$ cat config.mk
export PLATFORM = sky130hd
export DESIGN_NAME = ifetch_ctrl
export DESIGN_NICKNAME = d
export VERILOG_FILES = /design/src/rtl/cpu_pkg.sv /design/src/rtl/npc_calc.sv /design/src/rtl/ifetch_ctrl.sv
export SDC_FILE = /design/constraint.sdc
export NUM_CORES = 1
export LEC_CHECK = 0
export ABC_AREA = 1
export BUFFER_PORTS_ARGS = -buffer_cell sky130_fd_sc_hd__buf_2
export CORE_MARGIN = 2
export CORE_UTILIZATION = 58
export DETAILED_ROUTE_END_ITERATION = 7
export GPL_TIMING_DRIVEN = 0
export PLACE_DENSITY = 0.88
export SLEW_MARGIN = 20
export SYNTH_ARGS = -nofsm -noshare
export SYNTH_HDL_FRONTEND = slang
export SYNTH_SLANG_ARGS = --single-unit
$ cat constraint.sdc
create_clock -name clk -period 4.6 [get_ports clk]
set_clock_uncertainty 0.05 [all_clocks]
set_input_delay 0.69 -clock clk [delete_from_list [all_inputs] [get_ports clk]]
set_output_delay 0.69 -clock clk [all_outputs]
set_load 0.1 [all_outputs]
$ cat src/rtl/cpu_pkg.sv
// Shared definitions for the multicycle CPU front end.
//   - fstate_t : fetch sequencer states (FS_IDLE, FS_REQ, FS_DONE)
//   - PCSRC_*  : next-PC source selector codes driven by the control unit
//   - RESET_PC_DFLT : default PC after reset
package cpu_pkg;

    typedef enum logic [1:0] {
        FS_IDLE = 2'b00,
        FS_REQ  = 2'b01,
        FS_DONE = 2'b10
    } fstate_t;

    localparam logic [1:0] PCSRC_SEQ = 2'b00;
    localparam logic [1:0] PCSRC_BR  = 2'b01;
    localparam logic [1:0] PCSRC_J   = 2'b10;
    localparam logic [1:0] PCSRC_JR  = 2'b11;

    localparam logic [31:0] RESET_PC_DFLT = 32'h0040_0000;

endpackage

$ cat src/rtl/npc_calc.sv
// Next-PC candidate generation (purely combinational).
// Ports:
//   pc        in  32  current PC
//   ir_field  in  26  low 26 bits of the instruction register; the branch
//                     offset lives in [15:0] and the jump index in [25:0]
//   jr_target in  32  register-sourced target for JR/JALR
//   pc_src    in  2   selector (PCSRC_* codes)
//   pc_plus4  out 32  pc + 4, wrapping at 2^32
//   npc       out 32  selected next PC
module npc_calc
    import cpu_pkg::*;
(
    input  logic [31:0] pc,
    input  logic [25:0] ir_field,
    input  logic [31:0] jr_target,
    input  logic [1:0]  pc_src,
    output logic [31:0] pc_plus4,
    output logic [31:0] npc
);

    logic [31:0] seq_s;
    logic [31:0] br_s;
    logic [31:0] jmp_s;

    // Candidate adders; the branch offset is a sign-extended word offset.
    always_comb begin
        seq_s = pc + 32'd4;
        br_s  = seq_s + {{14{ir_field[15]}}, ir_field[15:0], 2'b00};
        jmp_s = {seq_s[31:28], ir_field, 2'b00};
    end

    // Source select. JR targets pass through unchecked; alignment is
    // enforced when the fetch is started.
    always_comb begin
        npc = seq_s;
        case (pc_src)
            PCSRC_SEQ: npc = seq_s;
            PCSRC_BR:  npc = br_s;
            PCSRC_J:   npc = jmp_s;
            PCSRC_JR:  npc = jr_target;
            default:   npc = seq_s;
        endcase
    end

    assign pc_plus4 = seq_s;

endmodule

$ cat src/rtl/ifetch_ctrl.sv
// Instruction-fetch sequencer: owns PC and IR, runs the req/ack fetch
// handshake with instruction memory and applies control-unit PC updates.
// Ports:
//   clk, rst                 clock, synchronous active-high reset
//   fetch_start              request a fetch at the current (or just-written) PC
//   fetch_done / fetch_err   one-cycle completion / error pulses
//   busy                     high in REQ and DONE
//   pc_wr, pc_src, jr_target PC update controls (honoured only in IDLE)
//   pc_out, pc_plus4, ir_out architectural PC, PC+4 and instruction register
//   imem_req, imem_addr      memory request and address (= pc_out)
//   imem_ack, imem_rdata     memory acknowledge and read data (same cycle)
module ifetch_ctrl #(
    parameter logic [31:0] RESET_PC = cpu_pkg::RESET_PC_DFLT,
    parameter int unsigned TIMEOUT  = 16
) (
    input  logic        clk,
    input  logic        rst,
    input  logic        fetch_start,
    output logic        fetch_done,
    output logic        fetch_err,
    output logic        busy,
    input  logic        pc_wr,
    input  logic [1:0]  pc_src,
    input  logic [31:0] jr_target,
    output logic [31:0] pc_out,
    output logic [31:0] pc_plus4,
    output logic [31:0] ir_out,
    output logic        imem_req,
    output logic [31:0] imem_addr,
    input  logic        imem_ack,
    input  logic [31:0] imem_rdata
);
    import cpu_pkg::*;

    // Last REQ cycle index before giving up on the memory.
    localparam logic [7:0] TMO_LAST = 8'(TIMEOUT - 1);

    fstate_t     state_r;
    logic [7:0]  cnt_r;
    logic [31:0] pc_r;
    logic [31:0] ir_r;
    logic        fetch_done_r;
    logic        fetch_err_r;
    logic        busy_r;
    logic        imem_req_r;

    logic [31:0] npc_s;
    logic [31:0] pc_plus4_s;
    logic [31:0] fetch_pc_s;

    npc_calc u_npc (
        .pc        (pc_r),
        .ir_field  (ir_r[25:0]),
        .jr_target (jr_target),
        .pc_src    (pc_src),
        .pc_plus4  (pc_plus4_s),
        .npc       (npc_s)
    );

    // PC that a fetch started this cycle will use: a simultaneous pc_wr
    // takes effect before the fetch, so its alignment is what matters.
    always_comb begin
        if (pc_wr) begin
            fetch_pc_s = npc_s;
        end else begin
            fetch_pc_s = pc_r;
        end
    end

    // Fetch FSM, wait counter, PC/IR and registered handshake outputs.
    always_ff @(posedge clk) begin
        if (rst) begin
            state_r      <= FS_IDLE;
            cnt_r        <= 8'd0;
            pc_r         <= RESET_PC;
            ir_r         <= 32'd0;
            fetch_done_r <= 1'b0;
            fetch_err_r  <= 1'b0;
            busy_r       <= 1'b0;
            imem_req_r   <= 1'b0;
        end else begin
            fetch_done_r <= 1'b0;
            fetch_err_r  <= 1'b0;
            case (state_r)
                FS_IDLE: begin
                    if (pc_wr) begin
                        pc_r <= npc_s;
                    end
                    if (fetch_start) begin
                        if (fetch_pc_s[1:0] != 2'b00) begin
                            fetch_err_r <= 1'b1;
                        end else begin
                            state_r    <= FS_REQ;
                            cnt_r      <= 8'd0;
                            imem_req_r <= 1'b1;
                            busy_r     <= 1'b1;
                        end
                    end
                end
                FS_REQ: begin
                    // An ack on the final allowed cycle still completes.
                    if (imem_ack) begin
                        ir_r         <= imem_rdata;
                        state_r      <= FS_DONE;
                        imem_req_r   <= 1'b0;
                        fetch_done_r <= 1'b1;
                    end else if (cnt_r == TMO_LAST) begin
                        state_r     <= FS_IDLE;
                        imem_req_r  <= 1'b0;
                        busy_r      <= 1'b0;
                        fetch_err_r <= 1'b1;
                    end else begin
                        cnt_r <= cnt_r + 8'd1;
                    end
                end
                FS_DONE: begin
                    state_r <= FS_IDLE;
                    busy_r  <= 1'b0;
                end
                default: begin
                    state_r    <= FS_IDLE;
                    imem_req_r <= 1'b0;
                    busy_r     <= 1'b0;
                end
            endcase
        end
    end

    assign fetch_done = fetch_done_r;
    assign fetch_err  = fetch_err_r;
    assign busy       = busy_r;
    assign imem_req   = imem_req_r;
    assign imem_addr  = pc_r;
    assign pc_out     = pc_r;
    assign pc_plus4   = pc_plus4_s;
    assign ir_out     = ir_r;

endmodule

# [Yosys cells after proc, flatten, opt, wreduce, memory -nomap -nowiden]
# Cells that the tools add are included.
[op_classes] n_mux=25 reduce_logical=11 bitwise_logic=2 add_sub_neg=3 n_eq_ne=12
[op_table] operator="$pmux W32 S4" n=1
[op_table] operator="$add A32 B3 Y32 const B" n=1
[op_table] operator="$add A32 B32 Y32" n=1
[op_table] operator="$mux W8" n=4
[op_table] operator="$pmux W8 S2" n=1
[op_table] operator="$mux W1" n=10
[op_table] operator="$mux W2" n=5
[op_table] operator="$ne A2 B2 Y1 const B" n=5
[op_table] operator="$add A8 B1 Y8 const B" n=1
[op_table] operator="$eq A8 B4 Y1 const B" n=1
[op_table] operator="$reduce_and A4 Y1" n=2
[op_table] operator="$eq A2 B2 Y1 const B" n=3
[op_table] operator="$reduce_and A5 Y1" n=1
[op_table] operator="$eq A2 B1 Y1 const B" n=2
[op_table] operator="$logic_not A2 Y1" n=2
[op_table] operator="$pmux W1 S2" n=2
[op_table] operator="$pmux W2 S2" n=1
[op_table] operator="$reduce_and A2 Y1" n=2
[op_table] operator="$reduce_bool A2 Y1" n=2
[op_table] operator="$ne A3 B3 Y1 const B" n=1
[op_table] operator="$pmux W1 S3" n=1
[op_table] operator="$reduce_and A3 Y1" n=1
[op_table] operator="$not A1 Y1" n=2
[op_table] operator="$reduce_or A2 Y1" n=1
[word_totals] inputBits=71 regBits=78 elab_cells=62

# [Longest topological paths before layout]
[logic_depth] depth_word=8 depth_mapped=23 depth_no_buf=23

# [Cells and area by module]
# Synthesis repeated with hierarchy kept, for this count alone.
[hier_totals] cells_unflattened=1166 hier_area_um2=7024.2
[modules_own_cells] mod="npc_calc" area_each_um2=3737.3 instances=1 cells_per_inst=733
[modules_own_cells] mod="ifetch_ctrl" area_each_um2=3286.9 instances=1 cells_per_inst=433

# [Worst setup path before layout]
# No wires, ideal clock.
[synth_timing] kind="flip-flop to flip-flop" startpoint="register pc_r[2] (netlist: imem_addr[2])" endpoint="register pc_r[12] (netlist: imem_addr[12])" stages_incl_launch_ff=17 synth_period_minus_slack_ns=5.524 required_ns=4.418 path_buffers=0 arrival_time_ns=5.342 setup_time_ns=0.132 setup_slack_ns=-0.924 path_cell_list="dfxtp_1 inv_1 nor2_4 nand2_4 xnor2_1 ha_1 nand2_1 inv_1 nand2_1 nand2_1 nand2_1 nand3_1 or2_2 nand3_1 nand3_1 nand2_1 a21oi_1"
[synth_via] elab_chain_len=3
[synth_lines] item="start: declaration" line="ifetch_ctrl.sv:40" rtl="logic [31:0] pc_r;"
[synth_lines] item="start signal: assignment" line="ifetch_ctrl.sv:87" rtl="pc_r <= npc_s;"
[synth_lines] item="$add A32 B3 Y32" line="npc_calc.sv:27" rtl="seq_s = pc + 32'd4;"
[synth_lines] item="net pc_plus4[2]" line="ifetch_ctrl.sv:26" rtl="output logic [31:0] pc_plus4,"
[synth_lines] item="$add A32 B32 Y32" line="npc_calc.sv:28" rtl="br_s = seq_s + {{14{ir_field[15]}}, ir_field[15:0], 2'b00};"
[synth_lines] item="$pmux W32 S4" line="npc_calc.sv:36" rtl="case (pc_src)"
# The timed path passes the listed nets, and every way through them passes these cells.
# A chain may end at the register's enable or synchronous reset.

# [Worst setup path in the final report]
[layout_timing] startpoint="register pc_r[5] (netlist: imem_addr[5])" endpoint="register pc_r[21] (netlist: imem_addr[21])"
[layout_via] elab_chain_len=3
[layout_lines] item="$add A32 B3 Y32 (*)" line="npc_calc.sv:27"
[layout_lines] item="$add A32 B32 Y32" line="npc_calc.sv:28"
[layout_lines] item="$pmux W32 S4 (*)" line="npc_calc.sv:36"
# Every way passes the cells marked *; elsewhere a longest branch is shown, timed or not.

==> impl_metrics.yaml <==
run_status:
  outcome: "finished clean"
logic_synthesis:
  ys_types: 49
  syn_avg_cell_area_um2: 5.952
  synth_area_leaders: "dfxtp_1 22%, nand2_1 18%, inv_1 7.6%"
  synth_top_area_share: 0.2237
  ys_top_cells_by_count: "342 x nand2_1, 142 x inv_1, 138 x nor2_1"
  synthFlopType: "dfxtp_1"
  async_flop_share: 0
  synth_area_um2: 6982
  ys_ff_latch: 78
  synth_edf_count: 0
  syn_nets: 1283
  ys_seq_area_frac: 0.2237
  ys_warn_count: 0
  synth_cells: 1173
  synth.largest_area_cell: "dfxtp_1"
  yosysMostFrequentCell: "nand2_1"
cells_and_area:
  drive_gt1_frac: 0.2196
  area_growth_pct: 22.22
  num_antenna_cells: 0
  nets: 1494
  fin_util: 0.7194
  fillers: 1074
timing:
  report.final.slew_viol_count: 0
  hold_viol_final: 0
  rsz0062_at_grt: "false"
  finalCritPeriodShare: 0.8482
  max_slew_margin: 0.3923
  holdWs_ns: 0.4493
  max_freq_ghz: 0.2563
  period_minus_slack_ns: 3.902
  worst_slew_pin_slew_ns: 0.9102
  finalSetupTns_ns: 0
  setup_viol_count_final: 0
pwr:
  p_total_mw: 2.871
  p_clk_frac: 0.268
  power_frac_seq: 0.281
  switching_share: 0.4873
  powerDensity_nw_per_um2: 336.5
  power_switching_mw: 1.399
  vdd_drop_max_mv: 0.3968
  p_int_mw: 1.472
  leakage_nw: 4.713
  combPwrFrac: 0.451
drt:
  wire_per_inst_um: 16.75
  dr.pass1.iters: 6
  finalWirelength_mm: 25.73
  via_per_inst: 5.655
  vias: 8686
  detail_route.iter0.violations: 807
  ant_nets: 0
  route.detailed.drc: 0
global_route:
  gr-total-overflow: 0
  antenna_found_initial: 0
  grt_max_degree: 24
  grt_pass1_vias: 7686
  grt_util_all_layers: 0.3923
  grt_pass1_wl_mm: 39.50
die:
  dieArea_um2: 12930
  start_util: 0.5886
  io-pin-count: 203
  die_y_um: 113.7
  die-width_um: 113.7
  core_um2: 11860
  rows: 40
setup_path:
  endpoint_kind: "flop"
  critPathKind: "reg2reg"
  cp-start-kind: "flop"
  worstPathRequired_ns: 4.75
  crit_path_max_fanout: 6
  cp_data_arrival_time_ns: 4.05
cts:
  cts_tree: "built"
  post_cts_resized: 0
  cts.sinks: 78
  cts_setup_buffers: 0
  htreeDepth: 3
  clkLatencyLatePin_ns: 0.34
  path_clk_slew_ns: 0.06
  clk_path_buf_depth: 2
  cts_made_buffers: 9
  cts.root.buffer_cell: "clkbuf_16"
  ctsHoldBuffers: 0
placement:
  io_buffers: 200
  hpwl_mm: 20.70
  globalplace.congestion: 1.003
job:
  maxCapViolCount: 0
min_path:
  hp-class: "reg2reg"
## final timing paths
kind                                              endpoint                       from  cells after the start  slack, ns
worst min-delay path                 cnt_r[1]$_SDFFE_PP0P_      cnt_r[1]$_SDFFE_PP0P_                      2       0.45
worst max register to register  imem_addr[21]$_SDFFE_PP0P_  imem_addr[5]$_SDFFE_PP0P_                     19       0.70
worst max-delay path            imem_addr[21]$_SDFFE_PP0P_  imem_addr[5]$_SDFFE_PP0P_                     19       0.70
worst min register to register       cnt_r[1]$_SDFFE_PP0P_      cnt_r[1]$_SDFFE_PP0P_                      2       0.45
## logic make-up (layout without fill, tap and decap cells)
group           Yosys count  count (layout)  synth area share
compound gates          190             190            0.1500
simple gates            621             621            0.3814
buf+inv                 218             434            0.1401
flops                    78              78            0.2237
fa+ha+maj                39              39           0.07097
xor+xnor                 27              27           0.03387
## metal layers
metal | GRT usage | share of wire | vias up
met5 | 0 | 0 | -
met2 | 0.6431 | 0.45 | 550
met4 | 0.2098 | 0.058 | 0
met3 | 0.05526 | 0.10 | 97
met1 | 0.5012 | 0.39 | 3877
li1 | - | - | 4162
## flip-flops by register name, summed over array words and instances (netlist names)
signal / flops
fetch_done: 1
ir_out: 32
imem_req: 1
imem_addr: 32
cnt_r: 8
state_r: 2
fetch_err: 1
busy: 1
## through the flow
step	setup WS (ns)	instance area, um^2	std cells
finish	0.6983	8533	1536
global route	0.4817	8533	1536
CTS	0.8319	8533	1536
detailed placement	0.8625	8217	1520
global placement	0.8790	8217	1520
floorplan	0.03622	7032	1173
## layout make-up
cell class	count	area (um^2)	area share
multi-input cells	877	4487	0.5258
flip-flops and latches	78	1563	0.1831
repair buffers	200	1001	0.1173
inverters	152	575.6	0.06745
plain buffers	66	406.6	0.04765
clock buffers	12	246.5	0.02889
well taps	147	183.9	0.02155
clock inverters	4	70.07	0.008211
## cells in the final DEF, fill, tap and decap left out, drive strengths merged
master,Yosys,final
or2,8,8
a31oi,2,2
bufinv,0,2
o221ai,1,1
ha,38,38
dfxtp,78,78
a41oi,2,2
o21a,1,1
nand4,14,14
clkbuf,24,36
fa,1,1
a21o,1,1
a21oi,96,96
inv,146,145
nor3,19,19
nor4,1,1
o211ai,1,1
and2,3,3
clkinv,6,8
nand2,352,352
a221oi,8,8
o21ai,66,66
and3,1,1
clkinvlp,0,1
nand3,71,71
nor2,148,148
nand3b,4,4
xor2,19,19
o2111ai,4,4
xnor2,8,8
o21bai,4,4
buf,42,242
o22ai,4,4
## power groups by stage
stage | clock (mW) | combinational [mW] | sequential [mW]
floorplan | 0 | 0.703 | 1.13
global placement | 0 | 1.26 | 0.816
detailed placement | 0 | 1.27 | 0.817
CTS | 0.766 | 1.28 | 0.803
global route | 0.797 | 1.36 | 0.812
finish | 0.770 | 1.29 | 0.807
## critical path: stages, from the launching register on
cell and delay [ns]:
dfxtp_1 0.60, nand2_1 0.15, inv_2 0.12, nand4_2 0.16
nor3_4 0.37, nand3_2 0.13, xor2_1 0.33, inv_1 0.14
ha_1 0.41, nand2_1 0.12, nor2_1 0.11, inv_1 0.07
o21ai_0 0.34, inv_1 0.12, nand3_1 0.10, nand2_1 0.05
nand3_1 0.11, nand2_1 0.10, nand2_1 0.11, a21oi_2 0.06
Power figures use the tool's default switching activity.
